===== src/rtl/pipe_ctrl_pkg.sv =====
// ============================================================================
//  Module      : pipe_ctrl_pkg
//  Description : Shared definitions for the pipeline run/halt sequencer.
//                Holds the FSM state encoding, the default drain length and
//                the HALT opcode that ID decode and the hazard unit also use.
//                Optional feature macro used by this slice: CYCLE_COUNT_EN.
//  Revision    : 1.0 - initial release
// ============================================================================
`default_nettype none

package pipe_ctrl_pkg;

   // Sequencer states; the encoding is visible on the state_o debug port.
   typedef enum logic [1:0] {
      ST_IDLE  = 2'd0,
      ST_RUN   = 2'd1,
      ST_DRAIN = 2'd2,
      ST_HALT  = 2'd3
   } run_state_t;

   // Cycles from HALT leaving ID until the last older instruction retires
   // from WB: EX, MEM, WB plus one cycle of margin.
   localparam int C_DRAIN_CYCLES_DEF = 4;

   // Opcode field value of the HALT instruction (upper nibble of the word).
   localparam logic [3:0] C_HALT_OPCODE = 4'hF;

   // Width of a down-counter that must hold values 0 .. cycles-1.
   function automatic int drain_cnt_width(input int cycles);
      return $clog2(cycles) + 1;
   endfunction

endpackage : pipe_ctrl_pkg

`default_nettype wire


===== src/rtl/pipe_run_ctrl_if.sv =====
// ============================================================================
//  Module      : pipe_run_ctrl_if
//  Description : Request/strobe bundle between the run sequencer and the
//                pipeline datapath. master = sequencer side, slave = the
//                datapath/hazard side. cycle_cnt exists only when
//                CYCLE_COUNT_EN is defined.
//  Revision    : 1.0 - initial release
// ============================================================================
`default_nettype none

interface pipe_run_ctrl_if
`ifdef CYCLE_COUNT_EN
   #(parameter int CNT_WIDTH = 16)
`endif
   ;

   // Requests into the sequencer
   logic       start;
   logic       halt_dec;
   logic       stall_req;
   logic       branch_taken;

   // Strobes out of the sequencer
   logic       pc_clr;
   logic       pc_en;
   logic       im_rd;
   logic       if_id_en;
   logic       if_id_flush;
   logic       id_ex_flush;
   logic       stop;
   logic [1:0] state_o;

`ifdef CYCLE_COUNT_EN
   logic [CNT_WIDTH-1:0] cycle_cnt;

   modport master (
      input  start, halt_dec, stall_req, branch_taken,
      output pc_clr, pc_en, im_rd, if_id_en, if_id_flush, id_ex_flush,
             stop, state_o, cycle_cnt
   );

   modport slave (
      output start, halt_dec, stall_req, branch_taken,
      input  pc_clr, pc_en, im_rd, if_id_en, if_id_flush, id_ex_flush,
             stop, state_o, cycle_cnt
   );
`else
   modport master (
      input  start, halt_dec, stall_req, branch_taken,
      output pc_clr, pc_en, im_rd, if_id_en, if_id_flush, id_ex_flush,
             stop, state_o
   );

   modport slave (
      output start, halt_dec, stall_req, branch_taken,
      input  pc_clr, pc_en, im_rd, if_id_en, if_id_flush, id_ex_flush,
             stop, state_o
   );
`endif

endinterface : pipe_run_ctrl_if

`default_nettype wire


===== src/rtl/pipe_run_ctrl_drain_counter.sv =====
// ============================================================================
//  Module      : drain_counter
//  Description : Down-counter timing the pipeline drain after a HALT.
//                load presets LOAD_VAL, dec counts down (stopping at 0),
//                zero flags a count of 0.
//  Revision    : 1.0 - initial release
// ============================================================================
`default_nettype none

module drain_counter #(
   parameter int WIDTH    = 3,
   parameter int LOAD_VAL = 3
) (
   input  wire logic clk,
   input  wire logic rst,
   input  wire logic load,
   input  wire logic dec,
   output logic      zero
);

   localparam logic [WIDTH-1:0] c_load_val = WIDTH'(LOAD_VAL);

   logic [WIDTH-1:0] r_cnt;

   // Load has priority over decrement; the count never wraps below zero.
   always_ff @(posedge clk or posedge rst) begin
      if (rst) begin
         r_cnt <= '0;
      end else if (load) begin
         r_cnt <= c_load_val;
      end else if (dec && (r_cnt != '0)) begin
         r_cnt <= r_cnt - 1'b1;
      end
   end

   assign zero = (r_cnt == '0);

endmodule : drain_counter

`default_nettype wire


===== src/rtl/pipe_run_ctrl.sv =====
// ============================================================================
//  Module      : pipe_run_ctrl
//  Description : Run/halt sequencer for the 16-bit 5-stage pipeline. Turns
//                start into fetch, merges stall/branch-flush requests into
//                per-stage enables and flushes, and drains the pipe on HALT
//                before raising stop.
//                Optional feature: define CYCLE_COUNT_EN to add a saturating
//                RUN+DRAIN cycle counter on cycle_cnt (width CNT_WIDTH).
//  Revision    : 1.0 - initial release
// ============================================================================
`default_nettype none

module pipe_run_ctrl
   import pipe_ctrl_pkg::*;
#(
   parameter int DRAIN_CYCLES = C_DRAIN_CYCLES_DEF   // must be >= 1
`ifdef CYCLE_COUNT_EN
   , parameter int CNT_WIDTH  = 16
`endif
) (
   input  wire logic        clk,
   input  wire logic        rst,
   pipe_run_ctrl_if.master  bus
);

   localparam int c_drain_w = drain_cnt_width(DRAIN_CYCLES);

   run_state_t r_state;
   run_state_t w_state_nxt;

   logic w_pc_clr;
   logic w_pc_en;
   logic w_im_rd;
   logic w_if_id_en;
   logic w_if_id_flush;
   logic w_id_ex_flush;
   logic w_stop;
   logic w_drain_load;
   logic w_drain_dec;
   logic w_drain_zero;
   logic w_start_acc;

   // State register; reset aborts any run or drain immediately.
   always_ff @(posedge clk or posedge rst) begin
      if (rst) begin
         r_state <= ST_IDLE;
      end else begin
         r_state <= w_state_nxt;
      end
   end

   // Next-state and strobe decode from current state and requests.
   always_comb begin
      w_state_nxt   = r_state;
      w_pc_clr      = 1'b0;
      w_pc_en       = 1'b0;
      w_im_rd       = 1'b0;
      w_if_id_en    = 1'b0;
      w_if_id_flush = 1'b0;
      w_id_ex_flush = 1'b0;
      w_stop        = 1'b0;
      w_drain_load  = 1'b0;
      w_drain_dec   = 1'b0;
      w_start_acc   = 1'b0;

      case (r_state)
         ST_IDLE: begin
            if (bus.start) begin
               w_start_acc = 1'b1;
               w_pc_clr    = 1'b1;
               w_state_nxt = ST_RUN;
            end
         end

         ST_RUN: begin
            w_im_rd = 1'b1;
            if (bus.branch_taken) begin
               // Redirect fetch and squash both younger instructions,
               // including any HALT sitting in ID.
               w_pc_en       = 1'b1;
               w_if_id_flush = 1'b1;
               w_id_ex_flush = 1'b1;
            end else if (bus.stall_req) begin
               // Freeze IF/ID and insert a bubble; a HALT in ID is
               // re-presented once the stall clears.
               w_id_ex_flush = 1'b1;
            end else if (bus.halt_dec) begin
               // Stop fetching and let the HALT walk down the pipe.
               w_im_rd       = 1'b0;
               w_if_id_flush = 1'b1;
               w_drain_load  = 1'b1;
               w_state_nxt   = ST_DRAIN;
            end else begin
               w_pc_en    = 1'b1;
               w_if_id_en = 1'b1;
            end
         end

         ST_DRAIN: begin
            w_id_ex_flush = 1'b1;
            w_drain_dec   = 1'b1;
            if (w_drain_zero) begin
               w_state_nxt = ST_HALT;
            end
         end

         ST_HALT: begin
            w_stop = 1'b1;
            if (bus.start) begin
               w_start_acc = 1'b1;
               w_pc_clr    = 1'b1;
               w_state_nxt = ST_RUN;
            end
         end

         default: begin
            w_state_nxt = ST_IDLE;
         end
      endcase
   end

   // Counter is preset to DRAIN_CYCLES-1 so DRAIN lasts DRAIN_CYCLES cycles.
   drain_counter #(
      .WIDTH    (c_drain_w),
      .LOAD_VAL (DRAIN_CYCLES - 1)
   ) u_drain_counter (
      .clk  (clk),
      .rst  (rst),
      .load (w_drain_load),
      .dec  (w_drain_dec),
      .zero (w_drain_zero)
   );

   // pc_clr is the only strobe fed straight from an input while IDLE, so it
   // is masked to keep every output low throughout reset.
   assign bus.pc_clr      = w_pc_clr & ~rst;
   assign bus.pc_en       = w_pc_en;
   assign bus.im_rd       = w_im_rd;
   assign bus.if_id_en    = w_if_id_en;
   assign bus.if_id_flush = w_if_id_flush;
   assign bus.id_ex_flush = w_id_ex_flush;
   assign bus.stop        = w_stop;
   assign bus.state_o     = r_state;

`ifdef CYCLE_COUNT_EN
   logic [CNT_WIDTH-1:0] r_cycle_cnt;

   // Cleared on start acceptance, counts RUN/DRAIN cycles, saturates.
   always_ff @(posedge clk or posedge rst) begin
      if (rst) begin
         r_cycle_cnt <= '0;
      end else if (w_start_acc) begin
         r_cycle_cnt <= '0;
      end else if ((r_state == ST_RUN || r_state == ST_DRAIN) &&
                   (r_cycle_cnt != '1)) begin
         r_cycle_cnt <= r_cycle_cnt + 1'b1;
      end
   end

   assign bus.cycle_cnt = r_cycle_cnt;
`endif

endmodule : pipe_run_ctrl

`default_nettype wire


===== src/flat_wrapper.sv =====
// flat-port wrapper written by rule: the top's interface ports become plain ports
module pipe_run_ctrl_flat import pipe_ctrl_pkg::*;
#(
   parameter int DRAIN_CYCLES = C_DRAIN_CYCLES_DEF                  

)
  (clk, rst, bus_start, bus_halt_dec, bus_stall_req, bus_branch_taken, bus_pc_clr, bus_pc_en, bus_im_rd, bus_if_id_en, bus_if_id_flush, bus_id_ex_flush, bus_stop, bus_state_o);
  pipe_run_ctrl_if bus_i ();
  input  wire logic clk;
  input  wire logic rst;
  input wire logic [$bits(bus_i.start)-1:0] bus_start;
  input wire logic [$bits(bus_i.halt_dec)-1:0] bus_halt_dec;
  input wire logic [$bits(bus_i.stall_req)-1:0] bus_stall_req;
  input wire logic [$bits(bus_i.branch_taken)-1:0] bus_branch_taken;
  output wire logic [$bits(bus_i.pc_clr)-1:0] bus_pc_clr;
  output wire logic [$bits(bus_i.pc_en)-1:0] bus_pc_en;
  output wire logic [$bits(bus_i.im_rd)-1:0] bus_im_rd;
  output wire logic [$bits(bus_i.if_id_en)-1:0] bus_if_id_en;
  output wire logic [$bits(bus_i.if_id_flush)-1:0] bus_if_id_flush;
  output wire logic [$bits(bus_i.id_ex_flush)-1:0] bus_id_ex_flush;
  output wire logic [$bits(bus_i.stop)-1:0] bus_stop;
  output wire logic [$bits(bus_i.state_o)-1:0] bus_state_o;
  assign bus_i.start = bus_start;
  assign bus_i.halt_dec = bus_halt_dec;
  assign bus_i.stall_req = bus_stall_req;
  assign bus_i.branch_taken = bus_branch_taken;
  assign bus_pc_clr = bus_i.pc_clr;
  assign bus_pc_en = bus_i.pc_en;
  assign bus_im_rd = bus_i.im_rd;
  assign bus_if_id_en = bus_i.if_id_en;
  assign bus_if_id_flush = bus_i.if_id_flush;
  assign bus_id_ex_flush = bus_i.id_ex_flush;
  assign bus_stop = bus_i.stop;
  assign bus_state_o = bus_i.state_o;
  pipe_run_ctrl #(.DRAIN_CYCLES(DRAIN_CYCLES)) u_core (.clk(clk), .rst(rst), .bus(bus_i));
endmodule

===== config.mk =====
export PLATFORM = sky130hd
export DESIGN_NAME = pipe_run_ctrl_flat
export DESIGN_NICKNAME = d
export VERILOG_FILES = /design/src/rtl/pipe_ctrl_pkg.sv /design/src/rtl/pipe_run_ctrl_if.sv /design/src/rtl/pipe_run_ctrl_drain_counter.sv /design/src/rtl/pipe_run_ctrl.sv /design/src/flat_wrapper.sv
export SDC_FILE = /design/constraint.sdc
export NUM_CORES = 1
export LEC_CHECK = 0
export ABC_AREA = 1
export CAP_MARGIN = 20
export CORE_AREA = 3 3 40 42
export DETAILED_ROUTE_END_ITERATION = 10
export DIE_AREA = 0 0 43 45
export DONT_BUFFER_PORTS = 1
export HOLD_SLACK_MARGIN = 0.06
export SYNTH_ARGS = -nofsm -noshare
export SYNTH_HDL_FRONTEND = slang
export SYNTH_SLANG_ARGS = --single-unit

===== constraint.sdc =====
create_clock -name clk -period 1.35 [get_ports clk]
set_input_delay 0.27 -clock clk [delete_from_list [all_inputs] [get_ports clk]]
set_output_delay 0.27 -clock clk [all_outputs]
set_load 0.005 [all_outputs]

==> qor.yml, run 1 <==
synthesis:
  synth_area_leaders: "dfrtp_1 31%, ha_1 16%, nand2_1 14%"
  yosysSeqAreaShare_pct: 31.3
  syn_area_sq_um: 400
  synthDominantAreaCellType: "dfrtp_1"
  syn_nets: 68
  synth-xor-area-share_pct: 2.19
  synth_seq_cells: 5
  synth_compound_area_share_pct: 6.25
  synth-simple-area-share_pct: 32.5
  netlist-cell-type-count: 15
  synth_top_family_by_area: "simple AND/OR/NAND/NOR gates"
  synth_top_area_share_pct: 31.3
  yosysWarnings: 0
  synth-adder-area-share_pct: 15.6
  syn_area_per_cell_sq_um: 7.02
  syn_inst: 57
  synthMuxAreaShare_pct: 0
sta:
  fin_tns_setup_ps: -627
  skew_ps: 3.70
  setup_viol: 7
  slew_viol_final: 0
  rsz0062_at_grt: "true"
  fin_ws_ps: -110
  post-route-period-util_pct: 108
  max_slew.worst_pin.slew_ps: 195
  fin_crit_ps: 1460
  fmax_mhz: 685
  relSlewSlack_pct: 87.0
  hold_viol: 0
setup_path:
  rrSetupSlack_ps: 90
  crit_type: "flop to output port"
  crit_chain: "inv_2 -> ha_4 -> inv_4 -> nor3_4"
  startpoint_type: "flop"
  critPathBufInv: 2
  reg2reg_depth: 8
  cp_slowest_cell: "dfrtp_2"
  crit_fanout: 4
  path_delay_family: "flip-flops"
  cp-startpoint: "u_core.bus.state_o[0]$_DFFE_PP0P_"
  crit_cells: 4
  crit_path_end: "bus_pc_clr"
  reg2reg_from: "u_core.bus.state_o[0]$_DFFE_PP0P_"
  arrival_ps: 1190
  endpoint_kind: "output port"
  cp_slowest_stage_delay_ps: 410
  r2r_end: "u_core.bus.state_o[0]$_DFFE_PP0P_"
  cp.required_ps: 1080
floorplanning:
  die_w_um: 43
  chipHeight_um: 45
  io_pins: 15
  initial_core_util_pct: 31.2
  core_area_sq_mm: 0.00128
  die_area_sq_mm: 0.00194
  core.rowCount: 13
place:
  place_ws_ps: 5.01
  placed_cell_area_sq_um: 449
  io_buffer_count: 0
  hpwl_um: 702
  dp_cells: 76
  gp_congestion: 0.739
finish:
  stdcell_area_sq_um: 576
  diodes: 0
  area_growth_pct: 43.8
  drive_above_1_share_pct: 41.8
  final-instance-count-excl-fill: 82
  nets: 79
global_routing:
  grt_pass1_wl_um: 1600
  grt_antenna_before_repair: 0
  grt_start_max_net_pins: 9
  grt_pass1_vias: 373
  grtUsageTotal_pct: 11.4
  gr-total-overflow: 0
cts:
  cts_tree: "done"
  clk_pin_slew_ps: 40
  clock_latency_ps: 250
  clock-sinks: 5
  htreeDepth: 1
  numCtsBuffers: 3
  clockRootBuffer: "clkbuf_4"
  max-clock-path-buffers: 2
drt:
  ant_nets: 0
  avgViaCountPerCell: 4.76
  avgRoutedWirePerCell_um: 11.1
  drc: 0
  drt-total-wl_um: 914
  drtIter0Drc: 9
  drtPass1Iterations: 4
  num_vias: 390
pwr:
  powerDensity_mw_per_mm2: 2470
  max-vdd-ir-drop_mv: 0.675
  leakage_nw: 0.301
  fin_total_pwr_w: 0.00142
worst_hold_path:
  holdPathStages: 5
  hold_path_class: "input port to flop"
run:
  drv_cap: 0
status:
  violations: "setup timing"
  status: "complete, but fails checks"
## how the worst min path moves through the flow
stage / endpoint / from / slack (ps)
2_1_floorplan: u_core.bus.state_o[0]$_DFFE_PP0P_ / rst / 50
4_1_cts: u_core.bus.state_o[1]$_DFFE_PP0P_ / bus_branch_taken / 310
5_1_grt: u_core.bus.state_o[1]$_DFFE_PP0P_ / bus_branch_taken / 330
3_5_place_dp: u_core.bus.state_o[1]$_DFFE_PP0P_ / rst / 70
3_3_place_gp: u_core.bus.state_o[1]$_DFFE_PP0P_ / rst / 80
6_report: u_core.bus.state_o[1]$_DFFE_PP0P_ / bus_branch_taken / 320
## worst reg2reg max path, delay by kind of cell (launching register included)
kind / cells / cell delay [ps]
AND/OR/NAND/NOR: 6 / 420
buffers and inverters: 1 / 80
adder cells (fa/ha/maj): 1 / 210
flip-flops: 1 / 440
## repair_timing
action | in CTS | in global routing
cloned | 0 | 0
hold endpoints to repair | 5 | 0
pin swaps | 5 | 3
resized for setup | 23 | 2
setup buffers | 1 | 0
endpoints found under the setup margin | 6 | 9
hold buffers | 1 | 0
## routing by layer
layer | up-vias | global-route usage [%] | share of wire [%] | routed length, um
met1 | 176 | 12.4 | 38 | 345
met3 | 2 | 7.57 | 13 | 115
li1 | 194 | - | - | -
met4 | 0 | 5.42 | 1.9 | 17
met5 | - | 0 | 0 | 0
met2 | 18 | 17.1 | 48 | 437
## registers in the layout (all words and copies together), names as in the netlist
signal	flops
u_core.u_drain_counter.r_cnt	3
u_core.bus.state_o	2
## area by class of cell
class	instances	area (sq um)
Clock buffer	4	26.3
Fill cell	123	709
Inverter	13	53.8
Multi-Input combinational cell	39	298
Sequential cell	5	128
Tap cell	15	18.8
Timing Repair Buffer	6	51.3
## power breakdown
| part | internal, W | leakage, nW | total [W] | switching [W] |
|---|---|---|---|---|
| logic | 0.000432 | 0.229 | 0.000943 | 0.000511 |
| registers | 0.000231 | 0.0572 | 0.000302 | 0.0000712 |
| clock network | 0.000112 | 0.0150 | 0.000177 | 0.0000653 |
| total | 0.000774 | 0.301 | 0.00142 | 0.000648 |
## synthesized netlist by cell type
cell and count:
nand2_4 1, nor2_2 1, inv_1 12, nand2_2 1
dfrtp_1 5, xor2_1 1, nor2_1 4, nand2_1 15
ha_1 5, nand3_1 6, o31ai_1 1, inv_2 1
o21ai_0 2, o211ai_1 1, nor3_1 1
## per-stage QoR
stage	utilization [%]	hold slack (ps)
global placement	35.0	81.8
global route	44.8	333
CTS	44.3	312
floorplan	-	48.5
finish	44.8	315
detailed placement	35.0	72.8
## cells in the final DEF, fill, tap and decap left out, types with 2 or more instances in the layout
cell type,Yosys,routed
ha_4,0,2
nand2_2,1,3
nor2_2,1,2
nor2_1,4,2
nand3_1,6,6
inv_2,1,3
ha_1,5,2
dfrtp_1,5,3
nand2_1,15,13
inv_1,12,8
buf_4,0,4
clkbuf_4,0,3
inv_4,0,2
dfrtp_2,0,2
## kinds of logic (layout without fill, tap and decap cells)
family                   Yosys count  after routing
XOR/XNOR                           1              1
flip-flops                         5              5
buffers and inverters             13             23
AND/OR/NAND/NOR                   29             29
AO/OA/AOI/OAI                      4              4
adder cells (fa/ha/maj)            5              5
Power figures use the tool's default switching activity.
==> run 2, diff against run 1 <==
==> constraint.sdc (replaced) <==
create_clock -name clk -period 1.9 [get_ports clk]
set_input_delay 0.38 -clock clk [delete_from_list [all_inputs] [get_ports clk]]
set_output_delay 0.38 -clock clk [all_outputs]
set_load 0.005 [all_outputs]
==> run 2 against run 1 <==
Effect of this change: the run now ends clean; cell count down 6.1%; design area is 21% lower; register-to-register slack improved by 460 ps; critical path depth unchanged; non-clock buffer count fell by 5; highest routed layer is now met3; clock power fell by 30%; global-route usage decreased by 2.2 points; hold slack better by 110 ps; power fell by 48%; die area is the same.
==> qor.yml, run 2 (same netlist as run 1, synthesis figures left out) <==
worst_hold_path:
  hold_path_class: "input port to flop"
finish:
  largest_register_ffs: 3
  stdcell_area_sq_um: 457
  diodes: 0
  fill_cells: 136
  nets: 74
  final_common_cell: "nand2_1"
  largest_register: "u_core.u_drain_counter.r_cnt"
  final_util_pct: 35.5
  layout_common_cells: "15 x nand2_1, 12 x inv_1, 6 x nand3_1"
  drive_above_1_share_pct: 12.9
  area_growth_pct: 14.1
drt:
  avgRoutedWirePerCell_um: 10.1
  drc: 0
  ant_nets: 0
  avgViaCountPerCell: 4.49
  routed.top_layer: "met3"
  wl_met2_um: 349
  drtPass1Iterations: 3
  met3_length_um: 104
  wl_met1_um: 323
  drt-total-wl_um: 777
  num_vias: 346
  drtIter0Drc: 11
sta:
  fin_tns_setup_ps: 0
  max_slew.worst_pin.slew_ps: 287
  fmax_mhz: 573
  rsz0062_at_grt: "false"
  relSlewSlack_pct: 80.7
  fin_ws_ps: 155
  hold_viol: 0
  slew_viol_final: 0
  post-route-period-util_pct: 91.8
  setup_viol: 0
  skew_ps: 7.22
  fin_crit_ps: 1740
place:
  io_buffer_count: 0
  place_ws_ps: 389
  gp_congestion: 0.781
  placed_cell_area_sq_um: 419
  hpwl_um: 661
floorplanning:
  die_area_sq_mm: 0.00194
  core.rowCount: 13
  core_area_sq_mm: 0.00128
  die_w_um: 43
  chipHeight_um: 45
  initial_core_util_pct: 31.2
  io_pins: 15
setup_path:
  crit_fanout: 5
  cp.required_ps: 1520
  arrival_ps: 1360
  rrSetupSlack_ps: 550
  endpoint_kind: "output port"
  crit_type: "flop to output port"
  startpoint_type: "flop"
cts:
  clock_latency_ps: 240
  cts_tree: "done"
  numCtsBuffers: 3
  htreeDepth: 1
  max-clock-path-buffers: 2
  clk_pin_slew_ps: 50
  cts_setup_buffers: 0
  clockRootBuffer: "clkbuf_4"
  clock-sinks: 5
global_routing:
  grt_pass1_wl_um: 1320
  grtUsageTotal_pct: 9.18
  gr-total-overflow: 0
  grt_pass1_vias: 339
  grt_start_max_net_pins: 9
  grt_antenna_before_repair: 0
status:
  status: "finished, final reports clean"
pwr:
  leakage_nw: 0.272
  max-vdd-ir-drop_mv: 0.464
  powerDensity_mw_per_mm2: 1620
run:
  drv_cap: 0
## run 2: cell types whose count changed in the layout (fill, tap and decap cells not counted), sizes merged
cell  previous run  this run
buf              5         0
## run 2: path summary, 6_finish.rpt
check	start	endpoint	cells after the start
max in group asynchronous	rst	u_core.bus.state_o[1]$_DFFE_PP0P_	2
max reg2reg	u_core.bus.state_o[0]$_DFFE_PP0P_	u_core.bus.state_o[1]$_DFFE_PP0P_	8
min reg2reg	u_core.u_drain_counter.r_cnt[0]$_DFFE_PP0P_	u_core.u_drain_counter.r_cnt[0]$_DFFE_PP0P_	2
max	u_core.bus.state_o[1]$_DFFE_PP0P_	bus_if_id_flush	4
min	bus_start	u_core.bus.state_o[0]$_DFFE_PP0P_	4
min in group asynchronous	rst	u_core.u_drain_counter.r_cnt[2]$_DFFE_PP0P_	2
## run 2: per-layer routing
layer	track usage [%]	vias up
met5	0	-
met4	1.81	0
met3	7.17	0
met2	14.7	15
met1	9.71	146
li1	-	185
## run 2: area by class of cell
class,instances,area (sq um),share of cell area (%)
Clock buffer,4,26.3,5.75
Timing Repair Buffer,1,10.0,2.19
Inverter,13,48.8,10.7
Multi-Input combinational cell,39,226,49.6
Tap cell,15,18.8,4.11
Sequential cell,5,126,27.7
## run 2: repair_timing
item,CTS,global route
gates resized for setup,0,1
endpoints found under the hold margin,5,0
hold buffers,1,0
setup endpoints to repair,0,1
## run 2: report_power, final
part           internal [W]  switching (W)
Sequential         0.000162      0.0000492
Combinational      0.000151       0.000253
Clock             0.0000795      0.0000441
Total              0.000392       0.000347
## run 2: worst max-delay path, cell delays in order (launching register included)
cell,delay [ps]
dfrtp_2,440
inv_1,70
ha_1,220
inv_1,90
o31ai_1,300
## run 2: stage by stage
stage,std cells,power [W],hold WS [ps]
after floorplan,57,0.000546,159
after global placement,72,0.000614,183
after detailed placement,72,0.000620,185
after CTS,77,0.000751,422
after global routing,77,0.000831,436
final,77,0.000739,421
==> run 3, diff against run 2 <==
--- a/config.mk
+++ b/config.mk
@@ -6,11 +6,11 @@
 export NUM_CORES = 1
 export LEC_CHECK = 0
 export ABC_AREA = 1
-export CAP_MARGIN = 20
 export CORE_AREA = 3 3 40 42
 export DETAILED_ROUTE_END_ITERATION = 10
 export DIE_AREA = 0 0 43 45
 export DONT_BUFFER_PORTS = 1
+export GPL_TIMING_DRIVEN = 0
 export HOLD_SLACK_MARGIN = 0.06
 export SYNTH_ARGS = -nofsm -noshare
 export SYNTH_HDL_FRONTEND = slang
==> run 3 against run 2 <==
Effect of this change: routed wire length is 5.0% higher; sequential share of layout area is 0.50 points lower; sequential cell count stayed put; critical path depth is 2 higher; setup slack worse by 52 ps; design area is 0.82% higher; register-to-register slack hardly changed; power is 1.5% higher; core utilization is 0.29 points higher; non-clock buffer count stayed put; largest cell class unchanged.
==> qor.yml, run 3 (same netlist as run 1, synthesis figures left out) <==
status:
  status: "finished, final reports clean"
pwr:
  fin_total_pwr_w: 0.000750
  swShare_pct: 47.6
  seqPwrFrac_pct: 28.4
  power.combinational.fraction_pct: 55.3
  powerDensity_mw_per_mm2: 1630
  p_sw_w: 0.000357
  p_int_w: 0.000393
  p_clk_share_pct: 16.3
  max-vdd-ir-drop_mv: 0.474
  leakage_nw: 0.275
setup_path:
  r2r_end: "u_core.bus.state_o[1]$_DFFE_PP0P_"
  rrSetupSlack_ps: 550
  endpoint_kind: "output port"
  crit_fanout: 5
  crit_type: "flop to output port"
  startpoint_type: "flop"
  crit_chain: "inv_1 -> ha_1 -> nand2_1 -> nand2_2 -> o21ai_0 -> inv_1"
  arrival_ps: 1420
  reg2reg_depth: 8
  cp_slowest_stage_delay_ps: 430
  reg2reg_from: "u_core.bus.state_o[0]$_DFFE_PP0P_"
  cp.required_ps: 1520
  cp_slowest_cell: "dfrtp_1"
  cpMostUsedCell: "inv_1"
global_routing:
  gr-total-overflow: 0
  grt_pass1_wl_um: 1320
  grt_antenna_before_repair: 0
  grtUsageTotal_pct: 9.64
  grt_pass1_vias: 334
  grt_start_max_net_pins: 9
finish:
  diodes: 0
  largest_register: "u_core.u_drain_counter.r_cnt"
  nets: 74
  largest_register_ffs: 3
  final_common_cell: "nand2_1"
  layout_common_cells: "15 x nand2_1, 12 x inv_1, 6 x nand3_1"
  drive_above_1_share_pct: 12.9
  area_growth_pct: 15.0
cts:
  clk_pin_slew_ps: 40
  clock-sinks: 5
  cts_setup_buffers: 0
  htreeDepth: 1
  cts_tree: "done"
  numCtsBuffers: 3
  clockRootBuffer: "clkbuf_4"
  max-clock-path-buffers: 2
  clock_latency_ps: 240
sta:
  hold_viol: 0
  fin_crit_ps: 1800
  skew_ps: 4.05
  max_slew.worst_pin.slew_ps: 233
  slew_viol_final: 0
  post-route-period-util_pct: 94.5
  fin_tns_setup_ps: 0
  fmax_mhz: 557
  relSlewSlack_pct: 84.3
  setup_viol: 0
  hold_ws_ps: 407
  rsz0062_at_grt: "false"
drt:
  drt-total-wl_um: 816
  drtPass1Iterations: 4
  drc: 0
  drtIter0Drc: 10
  avgViaCountPerCell: 4.57
  ant_nets: 0
  avgRoutedWirePerCell_um: 10.6
  num_vias: 352
floorplanning:
  chipHeight_um: 45
  die_w_um: 43
  die_area_sq_mm: 0.00194
  io_pins: 15
  initial_core_util_pct: 31.2
  core.rowCount: 13
  core_area_sq_mm: 0.00128
worst_hold_path:
  worstHoldEndpoint: "u_core.bus.state_o[0]$_DFFE_PP0P_"
  hold_path_class: "input port to flop"
  hp-start: "bus_start"
  holdPathStages: 4
place:
  gp_congestion: 0.767
  hpwl_um: 692
  io_buffer_count: 0
run:
  drv_cap: 0
## run 3: cell count changes in the layout (fill, tap and decap cells not counted)
cell / before / now
o31ai_2: 0 / 1
dfrtp_1: 4 / 5
dfrtp_2: 1 / 0
o31ai_1: 1 / 0
## run 3: power groups by stage
stage	Combinational, W	Sequential (W)	Clock, W
2_1_floorplan	0.000347	0.000199	0
3_3_place_gp	0.000405	0.000211	0
3_5_place_dp	0.000416	0.000214	0
4_1_cts	0.000420	0.000213	0.000127
5_1_grt	0.000484	0.000219	0.000138
6_report	0.000415	0.000213	0.000122
## run 3: cell type report
class                      instances  area (sq um)
sequential                         5           125
clock buffer                       4          26.3
multi-input combinational         39           231
inverter                          13          48.8
tap                               15          18.8
timing repair buffer               1          10.0
fill                             137           825
## run 3: how the worst max path moves through the flow
stage / from / endpoint / slack (ps) / cells after the start
floorplan: u_core.bus.state_o[0]$_DFFE_PP0P_ / bus_id_ex_flush / 510 / 5
CTS: u_core.bus.state_o[1]$_DFFE_PP0P_ / bus_id_ex_flush / 100 / 6
detailed placement: u_core.bus.state_o[1]$_DFFE_PP0P_ / bus_id_ex_flush / 380 / 6
global route: u_core.bus.state_o[1]$_DFFE_PP0P_ / bus_id_ex_flush / 8 / 6
finish: u_core.bus.state_o[1]$_DFFE_PP0P_ / bus_id_ex_flush / 100 / 6
global placement: u_core.bus.state_o[1]$_DFFE_PP0P_ / bus_if_id_flush / 390 / 4
## run 3: what timing repair did
action | in CTS | in global routing
hold buffers | 1 | 0
gates resized for setup | 0 | 1
endpoints found under the hold margin | 5 | 0
endpoints found under the setup margin | 0 | 1
## run 3: per-layer routing
| layer | vias to the layer above | routed length, um | track usage [%] | part of all wire [%] |
|---|---|---|---|---|
| met5 | - | 0 | 0 | 0 |
| met4 | 0 | 0 | 1.81 | 0 |
| met3 | 0 | 103 | 9.16 | 13 |
| met2 | 15 | 344 | 13.8 | 42 |
| met1 | 153 | 368 | 10.6 | 45 |
| li1 | 184 | - | - | - |
## run 3: worst max-delay path: cells and delay by family, from the launching register on
kind | cells | cell delay (ps)
simple gates | 2 | 200
flops | 1 | 430
buf+inv | 2 | 140
fa+ha+maj | 1 | 230
compound gates | 1 | 160
## run 3: metrics by stage
| stage | util [%] | instance area [sq um] | worst slack (ps) | instances |
|---|---|---|---|---|
| final | 35.8 | 460 | 104 | 77 |
| after global routing | 35.8 | 460 | 7.91 | 77 |
| after CTS | 35.4 | 455 | 103 | 77 |
| after detailed placement | 32.6 | 419 | 375 | 72 |
| after global placement | 32.6 | 419 | 392 | 72 |
| after floorplan | - | 400 | 508 | 57 |
